===== src/rtl/waveshaper_mv_pkg.sv =====
// Shared types and constants for the multi-voice waveshaper.
package waveshaper_mv_pkg;

    typedef enum logic [2:0] {
        MODE_OFF      = 3'd0,
        MODE_SQUARE   = 3'd1,
        MODE_SAW      = 3'd2,
        MODE_TRIANGLE = 3'd3,
        MODE_NOISE    = 3'd4
    } mode_e;

    typedef enum logic [1:0] {
        IDLE = 2'd0,
        RUN  = 2'd1,
        DONE = 2'd2
    } state_e;

    localparam int unsigned LFSR_W    = 16;
    localparam logic [LFSR_W-1:0] LFSR_POLY = 16'hB400;
    localparam logic [LFSR_W-1:0] LFSR_SEED = 16'h0001;

    // Right-shifting Galois step, taps 16,14,13,11.
    function automatic logic [LFSR_W-1:0] lfsr_next(input logic [LFSR_W-1:0] s);
        return s[0] ? ((s >> 1) ^ LFSR_POLY) : (s >> 1);
    endfunction

    function automatic int unsigned voice_w(input int unsigned n);
        return (n > 1) ? $clog2(n) : 1;
    endfunction

endpackage


===== src/rtl/waveshaper_mv_if.sv =====
// Control/config inputs and mix outputs of the multi-voice waveshaper.
interface waveshaper_mv_if #(
    parameter int unsigned NUM_VOICES = 4,
    parameter int unsigned SAMPLE_W   = 8,
    parameter int unsigned PHASE_W    = 24,
    parameter int unsigned LEVEL_W    = 8
);
    localparam int unsigned VOICE_W = waveshaper_mv_pkg::voice_w(NUM_VOICES);

    logic                sample_tick_i;
    logic                cfg_we_i;
    logic [VOICE_W-1:0]  cfg_voice_i;
    logic [2:0]          cfg_mode_i;
    logic [PHASE_W-1:0]  cfg_step_i;
    logic [SAMPLE_W-1:0] cfg_pw_i;
    logic [LEVEL_W-1:0]  cfg_level_i;
    logic [SAMPLE_W-1:0] mix_o;
    logic                mix_valid_o;
    logic                sat_o;
    logic                busy_o;
    logic                overrun_o;

    modport master (
        output sample_tick_i, cfg_we_i, cfg_voice_i, cfg_mode_i, cfg_step_i,
               cfg_pw_i, cfg_level_i,
        input  mix_o, mix_valid_o, sat_o, busy_o, overrun_o
    );

    modport slave (
        input  sample_tick_i, cfg_we_i, cfg_voice_i, cfg_mode_i, cfg_step_i,
               cfg_pw_i, cfg_level_i,
        output mix_o, mix_valid_o, sat_o, busy_o, overrun_o
    );

endinterface


===== src/rtl/waveshaper_mv_voice.sv =====
// Shared per-voice shaper: phase sample + config -> level-scaled sample.
module waveshaper_mv_voice
    import waveshaper_mv_pkg::*;
#(
    parameter int unsigned SAMPLE_W = 8,
    parameter int unsigned LEVEL_W  = 8
) (
    input  logic [SAMPLE_W-1:0] t,
    input  logic [2:0]          mode,
    input  logic [SAMPLE_W-1:0] pw,
    input  logic [LEVEL_W-1:0]  level,
    input  logic [SAMPLE_W-1:0] noise,
    output logic [SAMPLE_W-1:0] scaled_c
);
    localparam int unsigned PROD_W = SAMPLE_W + LEVEL_W;

    logic [SAMPLE_W-1:0] shape_c;
    logic [SAMPLE_W-1:0] tri_c;
    logic [PROD_W-1:0]   prod_c;

    // Rising half doubles t, falling half mirrors it.
    assign tri_c = t[SAMPLE_W-1] ? ~{t[SAMPLE_W-2:0], 1'b0} : {t[SAMPLE_W-2:0], 1'b0};

    always_comb begin
        shape_c = '0;
        case (mode)
            MODE_SQUARE:   shape_c = (t < pw) ? '1 : '0;
            MODE_SAW:      shape_c = t;
            MODE_TRIANGLE: shape_c = tri_c;
            MODE_NOISE:    shape_c = noise;
            default:       shape_c = '0;
        endcase
    end

    assign prod_c   = PROD_W'(shape_c) * PROD_W'(level);
    assign scaled_c = SAMPLE_W'(prod_c >> LEVEL_W);

endmodule


===== src/rtl/waveshaper_mv.sv =====
// Time-multiplexed multi-voice waveshaper: one voice per cycle summed into a saturated mix.
module waveshaper_mv
    import waveshaper_mv_pkg::*;
#(
    parameter int unsigned NUM_VOICES = 4,
    parameter int unsigned SAMPLE_W   = 8,
    parameter int unsigned PHASE_W    = 24,
    parameter int unsigned LEVEL_W    = 8
) (
    input  logic          clk,
    input  logic          Rst_i,
    waveshaper_mv_if.slave bus
);
    localparam int unsigned VOICE_W = voice_w(NUM_VOICES);
    localparam int unsigned ACC_W   = SAMPLE_W + $clog2(NUM_VOICES) + 1;
    localparam logic [SAMPLE_W-1:0] MAX_S      = '1;
    localparam logic [VOICE_W-1:0]  LAST_VOICE = VOICE_W'(NUM_VOICES - 1);

    typedef struct packed {
        logic [2:0]          mode;
        logic [PHASE_W-1:0]  step;
        logic [SAMPLE_W-1:0] pw;
        logic [LEVEL_W-1:0]  level;
    } cfg_t;

    cfg_t                cfg_q   [NUM_VOICES];
    logic [PHASE_W-1:0]  phase_q [NUM_VOICES];

    state_e              state_q, state_n;
    logic [VOICE_W-1:0]  voice_q, voice_d;
    logic [ACC_W-1:0]    acc_q, acc_d, acc_sum_c;
    logic [LFSR_W-1:0]   lfsr_q, lfsr_d;
    logic [SAMPLE_W-1:0] mix_d;
    logic                sat_d, mix_valid_d, busy_d, overrun_d;

    cfg_t                cur_c;
    logic [SAMPLE_W-1:0] t_c, scaled_c;
    logic                last_c, cfg_hit_c;

    assign cur_c     = cfg_q[voice_q];
    assign t_c       = phase_q[voice_q][PHASE_W-1 -: SAMPLE_W];
    assign last_c    = (voice_q == LAST_VOICE);
    assign acc_sum_c = acc_q + ACC_W'(scaled_c);
    assign cfg_hit_c = bus.cfg_we_i && (32'(bus.cfg_voice_i) < NUM_VOICES);

    waveshaper_mv_voice #(
        .SAMPLE_W (SAMPLE_W),
        .LEVEL_W  (LEVEL_W)
    ) u_voice (
        .t        (t_c),
        .mode     (cur_c.mode),
        .pw       (cur_c.pw),
        .level    (cur_c.level),
        .noise    (lfsr_q[SAMPLE_W-1:0]),
        .scaled_c (scaled_c)
    );

    // State register
    always_ff @(posedge clk) begin
        if (Rst_i) state_q <= IDLE;
        else       state_q <= state_n;
    end

    // Next-state logic
    always_comb begin
        state_n = state_q;
        case (state_q)
            IDLE:    if (bus.sample_tick_i) state_n = RUN;
            RUN:     if (last_c) state_n = DONE;
            DONE:    state_n = IDLE;
            default: state_n = IDLE;
        endcase
    end

    // Output/datapath next values; the mix lands on the last-voice edge so the
    // valid pulse coincides with the DONE cycle.
    always_comb begin
        voice_d     = voice_q;
        acc_d       = acc_q;
        lfsr_d      = lfsr_q;
        mix_d       = bus.mix_o;
        sat_d       = bus.sat_o;
        mix_valid_d = 1'b0;
        busy_d      = (state_n != IDLE);
        overrun_d   = bus.sample_tick_i && (state_q != IDLE);
        case (state_q)
            IDLE: begin
                if (bus.sample_tick_i) begin
                    voice_d = '0;
                    acc_d   = '0;
                end
            end
            RUN: begin
                acc_d   = acc_sum_c;
                voice_d = voice_q + VOICE_W'(1);
                if (last_c) begin
                    voice_d     = '0;
                    sat_d       = (acc_sum_c > ACC_W'(MAX_S));
                    mix_d       = sat_d ? MAX_S : acc_sum_c[SAMPLE_W-1:0];
                    mix_valid_d = 1'b1;
                end
            end
            DONE:    lfsr_d = lfsr_next(lfsr_q);
            default: ;
        endcase
    end

    // Output and datapath registers
    always_ff @(posedge clk) begin
        if (Rst_i) begin
            voice_q         <= '0;
            acc_q           <= '0;
            lfsr_q          <= LFSR_SEED;
            bus.mix_o       <= '0;
            bus.sat_o       <= 1'b0;
            bus.mix_valid_o <= 1'b0;
            bus.busy_o      <= 1'b0;
            bus.overrun_o   <= 1'b0;
        end else begin
            voice_q         <= voice_d;
            acc_q           <= acc_d;
            lfsr_q          <= lfsr_d;
            bus.mix_o       <= mix_d;
            bus.sat_o       <= sat_d;
            bus.mix_valid_o <= mix_valid_d;
            bus.busy_o      <= busy_d;
            bus.overrun_o   <= overrun_d;
        end
    end

    // Voice state: the processed voice reads old config/phase, writes land at the edge.
    always_ff @(posedge clk) begin
        if (Rst_i) begin
            for (int i = 0; i < NUM_VOICES; i++) begin
                phase_q[i] <= '0;
                cfg_q[i]   <= '0;
            end
        end else begin
            if (state_q == RUN) phase_q[voice_q] <= phase_q[voice_q] + cur_c.step;
            if (cfg_hit_c) begin
                cfg_q[bus.cfg_voice_i] <= '{mode:  bus.cfg_mode_i,
                                            step:  bus.cfg_step_i,
                                            pw:    bus.cfg_pw_i,
                                            level: bus.cfg_level_i};
            end
        end
    end

endmodule

===== src/flat_wrapper.sv =====
// flat-port wrapper written by rule: the top's interface ports become plain ports
module waveshaper_mv_flat import waveshaper_mv_pkg::*;
#(
    parameter int unsigned NUM_VOICES = 4,
    parameter int unsigned SAMPLE_W   = 8,
    parameter int unsigned PHASE_W    = 24,
    parameter int unsigned LEVEL_W    = 8
)
  (clk, Rst_i, bus_sample_tick_i, bus_cfg_we_i, bus_cfg_voice_i, bus_cfg_mode_i, bus_cfg_step_i, bus_cfg_pw_i, bus_cfg_level_i, bus_mix_o, bus_mix_valid_o, bus_sat_o, bus_busy_o, bus_overrun_o);
  waveshaper_mv_if #(.NUM_VOICES(NUM_VOICES), .SAMPLE_W(SAMPLE_W), .PHASE_W(PHASE_W), .LEVEL_W(LEVEL_W)) bus_i ();
  input  logic clk;
  input  logic Rst_i;
  input wire logic [$bits(bus_i.sample_tick_i)-1:0] bus_sample_tick_i;
  input wire logic [$bits(bus_i.cfg_we_i)-1:0] bus_cfg_we_i;
  input wire logic [$bits(bus_i.cfg_voice_i)-1:0] bus_cfg_voice_i;
  input wire logic [$bits(bus_i.cfg_mode_i)-1:0] bus_cfg_mode_i;
  input wire logic [$bits(bus_i.cfg_step_i)-1:0] bus_cfg_step_i;
  input wire logic [$bits(bus_i.cfg_pw_i)-1:0] bus_cfg_pw_i;
  input wire logic [$bits(bus_i.cfg_level_i)-1:0] bus_cfg_level_i;
  output wire logic [$bits(bus_i.mix_o)-1:0] bus_mix_o;
  output wire logic [$bits(bus_i.mix_valid_o)-1:0] bus_mix_valid_o;
  output wire logic [$bits(bus_i.sat_o)-1:0] bus_sat_o;
  output wire logic [$bits(bus_i.busy_o)-1:0] bus_busy_o;
  output wire logic [$bits(bus_i.overrun_o)-1:0] bus_overrun_o;
  assign bus_i.sample_tick_i = bus_sample_tick_i;
  assign bus_i.cfg_we_i = bus_cfg_we_i;
  assign bus_i.cfg_voice_i = bus_cfg_voice_i;
  assign bus_i.cfg_mode_i = bus_cfg_mode_i;
  assign bus_i.cfg_step_i = bus_cfg_step_i;
  assign bus_i.cfg_pw_i = bus_cfg_pw_i;
  assign bus_i.cfg_level_i = bus_cfg_level_i;
  assign bus_mix_o = bus_i.mix_o;
  assign bus_mix_valid_o = bus_i.mix_valid_o;
  assign bus_sat_o = bus_i.sat_o;
  assign bus_busy_o = bus_i.busy_o;
  assign bus_overrun_o = bus_i.overrun_o;
  waveshaper_mv #(.NUM_VOICES(NUM_VOICES), .SAMPLE_W(SAMPLE_W), .PHASE_W(PHASE_W), .LEVEL_W(LEVEL_W)) u_core (.clk(clk), .Rst_i(Rst_i), .bus(bus_i));
endmodule

===== config.mk =====
export PLATFORM = sky130hd
export DESIGN_NAME = waveshaper_mv_flat
export DESIGN_NICKNAME = d
export VERILOG_FILES = /design/src/rtl/waveshaper_mv_pkg.sv /design/src/rtl/waveshaper_mv_if.sv /design/src/rtl/waveshaper_mv_voice.sv /design/src/rtl/waveshaper_mv.sv /design/src/flat_wrapper.sv
export SDC_FILE = /design/constraint.sdc
export NUM_CORES = 1
export LEC_CHECK = 0
export BUFFER_PORTS_ARGS = -buffer_cell sky130_fd_sc_hd__buf_2
export CAP_MARGIN = 0
export CORE_MARGIN = 2
export CORE_UTILIZATION = 25
export CTS_CLUSTER_DIAMETER = 120
export DETAILED_ROUTE_END_ITERATION = 16
export PLACE_DENSITY = 0.47
export RECOVER_POWER = 50
export SYNTH_ARGS = -nofsm -noshare
export SYNTH_HDL_FRONTEND = slang
export SYNTH_SLANG_ARGS = --single-unit

===== constraint.sdc =====
create_clock -name clk -period 16.97 [get_ports clk]
set_clock_uncertainty 0.05 [all_clocks]
set_input_delay 2.5455 -clock clk [delete_from_list [all_inputs] [get_ports clk]]
set_output_delay 2.5455 -clock clk [all_outputs]
set_load 0.02 [all_outputs]

==> impl_metrics.env, run 1 <==
export IMPL_ctsHoldBuffers=0
export IMPL_antenna_found_initial=3
export IMPL_ant_nets=0
export IMPL_crit_path_top_delay_cell="a2111oi_2"
export IMPL_crit_fanout=35
export IMPL_leakage_nw=7.13
export IMPL_dieHeight_um=262
export IMPL_drt_pass1_iter_count=5
export IMPL_powerDensity_mw_per_mm2=116
export IMPL_dieArea_mm2=0.0686
export IMPL_slew_headroom_pct=-109
export IMPL_grt_max_degree=47
export IMPL_synth_area_leader_cell="edfxtp_1"
export IMPL_crit_end="u_core.bus.mix_o[1]"
export IMPL_clk_latency_ps=560
export IMPL_finalInstanceArea_mm2=0.0190
export IMPL_r2r_setup_slack_ps=6670
export IMPL_ir_worst_vdd_mv=0.0629
export IMPL_startpoint_type="flip-flop"
export IMPL_post_dp_hpwl_um=25100
export IMPL_gp_congestion=0.761
export IMPL_min_from="u_core.lfsr_q[15]"
export IMPL_fin_tns_setup_ps=0
export IMPL_start_util_pct=25.3
export IMPL_cts_root_buf="clkbuf_16"
export IMPL_drc_errors=0
export IMPL_synth_common_cells="268 x edfxtp_1, 210 x and2_1, 128 x nor2_1, 73 x ha_1, 68 x nand2_1"
export IMPL_hp_class="reg -> reg"
export IMPL_total_power_mw=2.21
export IMPL_worst_pin_slew_ps=3130
export IMPL_syn_inst=1288
export IMPL_syn_num_nets=1447
export IMPL_synth_seq_area_share_pct=53.8
export IMPL_finalSetupViolCount=0
export IMPL_mappedNetlistArea_mm2=0.0166
export IMPL_rows=94
export IMPL_synth_area_leaders="edfxtp_1 48%, mux4_2 8.7%, and2_1 7.9%"
export IMPL_crit_path_max_incr_delay_ps=840
export IMPL_nNetsFinal=1504
export IMPL_clockBufferDepth=3
export IMPL_hold_violations=0
export IMPL_max_freq_mhz=97.1
export IMPL_clock_sinks=313
export IMPL_wirelength_um=39400
export IMPL_port_buffers=60
export IMPL_clkTransAtPathRegs_ps=60
export IMPL_maxCapViolCount=8
export IMPL_area_growth_pct=14.4
export IMPL_routed_via_density=4.43
export IMPL_synth_top_area_share_pct=48.4
export IMPL_drt_initial_drc_count=522
export IMPL_drive_gt1_share_pct=14.8
export IMPL_cp_end_kind="flip-flop"
export IMPL_async_flop_share_pct=0
export IMPL_synth_edf_count=268
export IMPL_numCtsBuffers=38
export IMPL_cp_required_ps=17240
export IMPL_grt_pass1_vias=10500
export IMPL_htreeDepth=2
export IMPL_antenna_cells=0
export IMPL_vias=9887
export IMPL_ys_flop_type="edfxtp_1"
export IMPL_grtUsageTotal_pct=11.8
export IMPL_io_pins=61
export IMPL_syn_avg_cell_area_um2=12.9
export IMPL_drv_slew=339
export IMPL_cts_resized=0
export IMPL_period_share_pct=60.7
export IMPL_placed_cell_area_mm2=0.0179
export IMPL_die_x_um=262
export IMPL_fp_coreArea_mm2=0.0657
export IMPL_ys_warn_count=0
export IMPL_rsz0062_at_grt="no"
export IMPL_timing_hold_ws_ps=405
export IMPL_cts_tree="done"
export IMPL_r2r_worst_path_cells=34
export IMPL_gr_total_overflow=0
export IMPL_failed_checks="capacitance limit, slew limit"
export IMPL_path_class="reg -> reg"
export IMPL_crit_top_cell="inv_1"
export IMPL_rr_endpoint="u_core.bus.mix_o[1]"
export IMPL_yosysUniqueCellTypes=67
export IMPL_wire_per_inst_um=17.6
export IMPL_crit_arrival_ps=10570
export IMPL_outcome="finished, violations left"
export IMPL_grt_pass1_wl_um=62400
export IMPL_fin_crit_ps=10300
export IMPL_cts_setup_buffers=0
export IMPL_ys_ff_latch=313
export IMPL_synth_most_common_cell="edfxtp_1"
-- where the power goes --
part | leakage, nW | switching, mW | internal (mW) | total, mW
registers | 3.04 | 0.0195 | 0.894 | 0.914
logic | 3.51 | 0.306 | 0.206 | 0.513
clock network | 0.581 | 0.324 | 0.455 | 0.779
-- per-layer routing --
| layer | wire length (µm) | vias to the layer above | track usage, % |
|---|---|---|---|
| li1 | - | 4721 | - |
| met1 | 18800 | 4963 | 16.3 |
| met2 | 18600 | 147 | 19.7 |
| met3 | 1150 | 56 | 1.29 |
| met4 | 795 | 0 | 3.42 |
| met5 | 0 | - | 0 |
-- how the worst min path moves through the flow --
stage                             end  cells after the start
floorplan             u_core.acc_q[0]                      2
global placement    u_core.lfsr_q[14]                      2
detailed placement  u_core.lfsr_q[14]                      2
CTS                 u_core.lfsr_q[14]                      2
global route        u_core.lfsr_q[15]                      2
finish              u_core.lfsr_q[14]                      2
-- kinds of logic after synthesis --
group,count (synthesis),synth area share [%]
compound gates,152,6.37
xor+xnor,48,2.53
fa+ha+maj,110,9.95
buf+inv,124,3.02
flops,313,53.8
mux,70,9.34
simple gates,471,15.0
-- flip-flops by register name, indices dropped and copies added (netlist names), named ones only --
| register | flops |
|---|---|
| u_core.phase_q | 96 |
| u_core.bus.mix_o | 8 |
| u_core.lfsr_q | 16 |
| u_core.bus.overrun_o | 1 |
| u_core.cfg_q | 172 |
| u_core.acc_q | 11 |
| u_core.bus.busy_o | 1 |
| u_core.state_q | 2 |
| u_core.bus.mix_valid_o | 1 |
| u_core.bus.sat_o | 1 |
| u_core.voice_q | 2 |
-- metrics by stage --
step | utilization (%) | setup WS, ps | std cells
6_report | 28.9 | 6670 | 2233
5_1_grt | 28.9 | 5840 | 2233
4_1_cts | 29.0 | 6530 | 2233
3_5_place_dp | 27.2 | 6560 | 2169
3_3_place_gp | 27.2 | 6700 | 2169
2_1_floorplan | - | 7390 | 1288
-- critical path: cells and delay by family (launching register included) --
family / cells / cell delay [ps]
AOI/OAI and AO/OA: 14 / 3440
xor gates and xnor gates: 1 / 170
adders and majority gates: 8 / 3010
buffers and inverters: 6 / 990
DFF: 1 / 810
muxes: 2 / 1000
and+or+nand+nor: 3 / 550
-- cell usage in the layout, fill, tap and decap left out, types with 8 or more instances in the layout --
cell type  Yosys  routed
clkbuf_1      42      23
xnor2_1       29      29
nand2_1       68      68
nor2_1       128     128
a211oi_1      19      19
and2_0         0      75
a211o_1        9       9
edfxtp_1     268     268
inv_1         67      67
clkbuf_16      0      39
a21o_1        15      15
a21oi_1       44      44
xor2_1        19      19
dfxtp_1       45      43
nor2b_1        9       8
fa_1          37      37
ha_1          73      73
o21ai_0       20      20
nor3_1         8       8
and2_1       210     135
buf_2          3      48
mux4_2        64      64
-- cell type report --
class,count,area [µm²]
fill,6642,46700
inverter,67,251
multi-input combinational,851,7190
tap,864,1080
timing repair buffer,74,364
sequential,313,8960
clock inverter,20,171
clock buffer,44,1000
Power figures use the tool's default switching activity.
==> run 2, diff against run 1 <==
--- a/config.mk
+++ b/config.mk
@@ -11,7 +11,7 @@
 export CORE_UTILIZATION = 25
 export CTS_CLUSTER_DIAMETER = 120
 export DETAILED_ROUTE_END_ITERATION = 16
-export PLACE_DENSITY = 0.47
+export PLACE_DENSITY = 0.48
 export RECOVER_POWER = 50
 export SYNTH_ARGS = -nofsm -noshare
 export SYNTH_HDL_FRONTEND = slang
==> constraint.sdc (replaced) <==
create_clock -name clk -period 8.4 [get_ports clk]
set_clock_uncertainty 0.05 [all_clocks]
set_input_delay 1.26 -clock clk [delete_from_list [all_inputs] [get_ports clk]]
set_output_delay 1.26 -clock clk [all_outputs]
set_load 0.02 [all_outputs]
==> impl_metrics.env, run 2 (synthesized netlist as in run 1, its figures left out) <==
export IMPL_top_regs="u_core.cfg_q: 172 flops, u_core.phase_q: 96 flops, u_core.lfsr_q: 16 flops"
export IMPL_antenna_cells=0
export IMPL_max_freq_mhz=120
export IMPL_cp_required_ps=8750
export IMPL_die_x_um=262
export IMPL_finalSetupViolCount=0
export IMPL_grt_pass1_vias=10900
export IMPL_hold_violations=0
export IMPL_dieArea_mm2=0.0686
export IMPL_wirelength_um=40400
export IMPL_final_common_cell="edfxtp_1"
export IMPL_io_pins=61
export IMPL_drt_initial_drc_count=647
export IMPL_multiInputGateArea_mm2=0.00742
export IMPL_crit_arrival_ps=8670
export IMPL_drv_slew=79
export IMPL_clock_sinks=313
export IMPL_htreeDepth=2
export IMPL_startpoint_type="flip-flop"
export IMPL_grt_pass1_wl_um=63800
export IMPL_ir_worst_vdd_mv=0.154
export IMPL_fin_crit_ps=8320
export IMPL_gr_total_overflow=0
export IMPL_outcome="finished, violations left"
export IMPL_crit_fanout=7
export IMPL_leakage_nw=7.47
export IMPL_crit_top_cell="fa_1"
export IMPL_fill_cells=6609
export IMPL_grtUsageTotal_pct=12.1
export IMPL_failed_checks="capacitance limit, slew limit"
export IMPL_area_growth_pct=17.8
export IMPL_fp_coreArea_mm2=0.0657
export IMPL_ant_nets=0
export IMPL_numCtsBuffers=37
export IMPL_largest_reg_flops=172
export IMPL_clkTransAtPathRegs_ps=60
export IMPL_drt_pass1_iter_count=7
export IMPL_final_cell_mix="268 x edfxtp_1, 197 x and2_1, 128 x nor2_1, 67 x nand2_1"
export IMPL_rsz0062_at_grt="yes"
export IMPL_gp_congestion=0.761
export IMPL_grt_max_degree=47
export IMPL_wire_per_inst_um=17.8
export IMPL_crit_path_top_delay_cell="mux4_2"
export IMPL_period_share_pct=99.0
export IMPL_top_register="u_core.cfg_q"
export IMPL_start_util_pct=25.3
export IMPL_slew_headroom_pct=-29.2
export IMPL_dieHeight_um=262
export IMPL_post_dp_hpwl_um=26100
export IMPL_clockBufferDepth=3
export IMPL_routed_via_density=4.45
export IMPL_ctsHoldBuffers=0
export IMPL_nNetsFinal=1545
export IMPL_crit_path_max_incr_delay_ps=560
export IMPL_rows=94
export IMPL_maxCapViolCount=3
export IMPL_port_buffers=60
export IMPL_cts_root_buf="clkbuf_16"
export IMPL_antenna_found_initial=2
export IMPL_regArea_mm2=0.00896
export IMPL_finish_utilization_pct=29.8
export IMPL_drive_gt1_share_pct=21.4
export IMPL_cp_end_kind="flip-flop"
export IMPL_hp_class="reg -> reg"
export IMPL_powerDensity_mw_per_mm2=230
export IMPL_drc_errors=0
export IMPL_clk_latency_ps=560
export IMPL_total_power_mw=4.50
export IMPL_path_class="reg -> reg"
export IMPL_worst_pin_slew_ps=1940
export IMPL_vias=10100
export IMPL_cts_tree="done"
-- run 2: cell count changes in the layout (fill, tap and decap cells not counted), sizes merged --
cell,change
clkinv,-4
clkbuf,-13
bufinv,-2
inv,-2
buf,+59
clkinvlp,+2
-- run 2: final timing paths --
| path | slack (ps) | cells past startpoint | to | start |
|---|---|---|---|---|
| max | 80 | 31 | u_core.bus.mix_o[1] | flip-flop |
| min | 400 | 2 | u_core.lfsr_q[8] | u_core.lfsr_q[9] |
| max reg2reg | 80 | 31 | u_core.bus.mix_o[1] | flip-flop |
| min reg2reg | 400 | 2 | u_core.lfsr_q[8] | u_core.lfsr_q[9] |
-- run 2: metrics by stage --
stage                     hold WS, ps  cells  setup slack [ps]  area (µm²)  setup TNS, ps
final                             400   2273              84.6       19600              0
after global routing              424   2273              -240       19600          -1960
after floorplan                   382   1288              34.6       16700              0
after CTS                         401   2263              10.8       19300              0
after detailed placement          394   2200             -11.4       18200          -50.0
after global placement            388   2200              42.9       18200              0
-- run 2: power by group --
part	leakage (nW)	switching [mW]	total (mW)	internal [mW]
clock network	0.535	0.646	1.50	0.850
registers	3.04	0.0335	1.84	1.81
logic	3.90	0.684	1.17	0.487
total	7.47	1.36	4.50	3.14
-- run 2: repair_timing --
action	4_1_cts	5_1_grt
buffers inserted	1	10
pin swaps	2	33
setup endpoints to repair	9	9
gates resized for setup	0	42
gates cloned	0	1
-- run 2: area by class of cell --
type	count	share of cell area, %
clock buffer	48	5.15
clock inverter	14	0.505
inverter	67	1.28
multi-input combinational	851	37.9
sequential	313	45.7
tap	864	5.52
timing repair buffer	116	3.86
-- run 2: layer usage --
metal	up-vias	routed length (µm)	track usage, %
met2	140	20000	20.8
met5	-	0	0
met1	5102	18300	16.0
li1	4809	-	-
met4	0	819	3.36
met3	55	1210	1.64
-- run 2: critical path, delay by kind of cell, from the launching register on --
| family | cells | cell delay, ps |
|---|---|---|
| fa+ha+maj | 7 | 2950 |
| compound gates | 9 | 1830 |
| simple gates | 6 | 1170 |
| mux | 2 | 890 |
| buf+inv | 7 | 860 |
| flops | 1 | 400 |
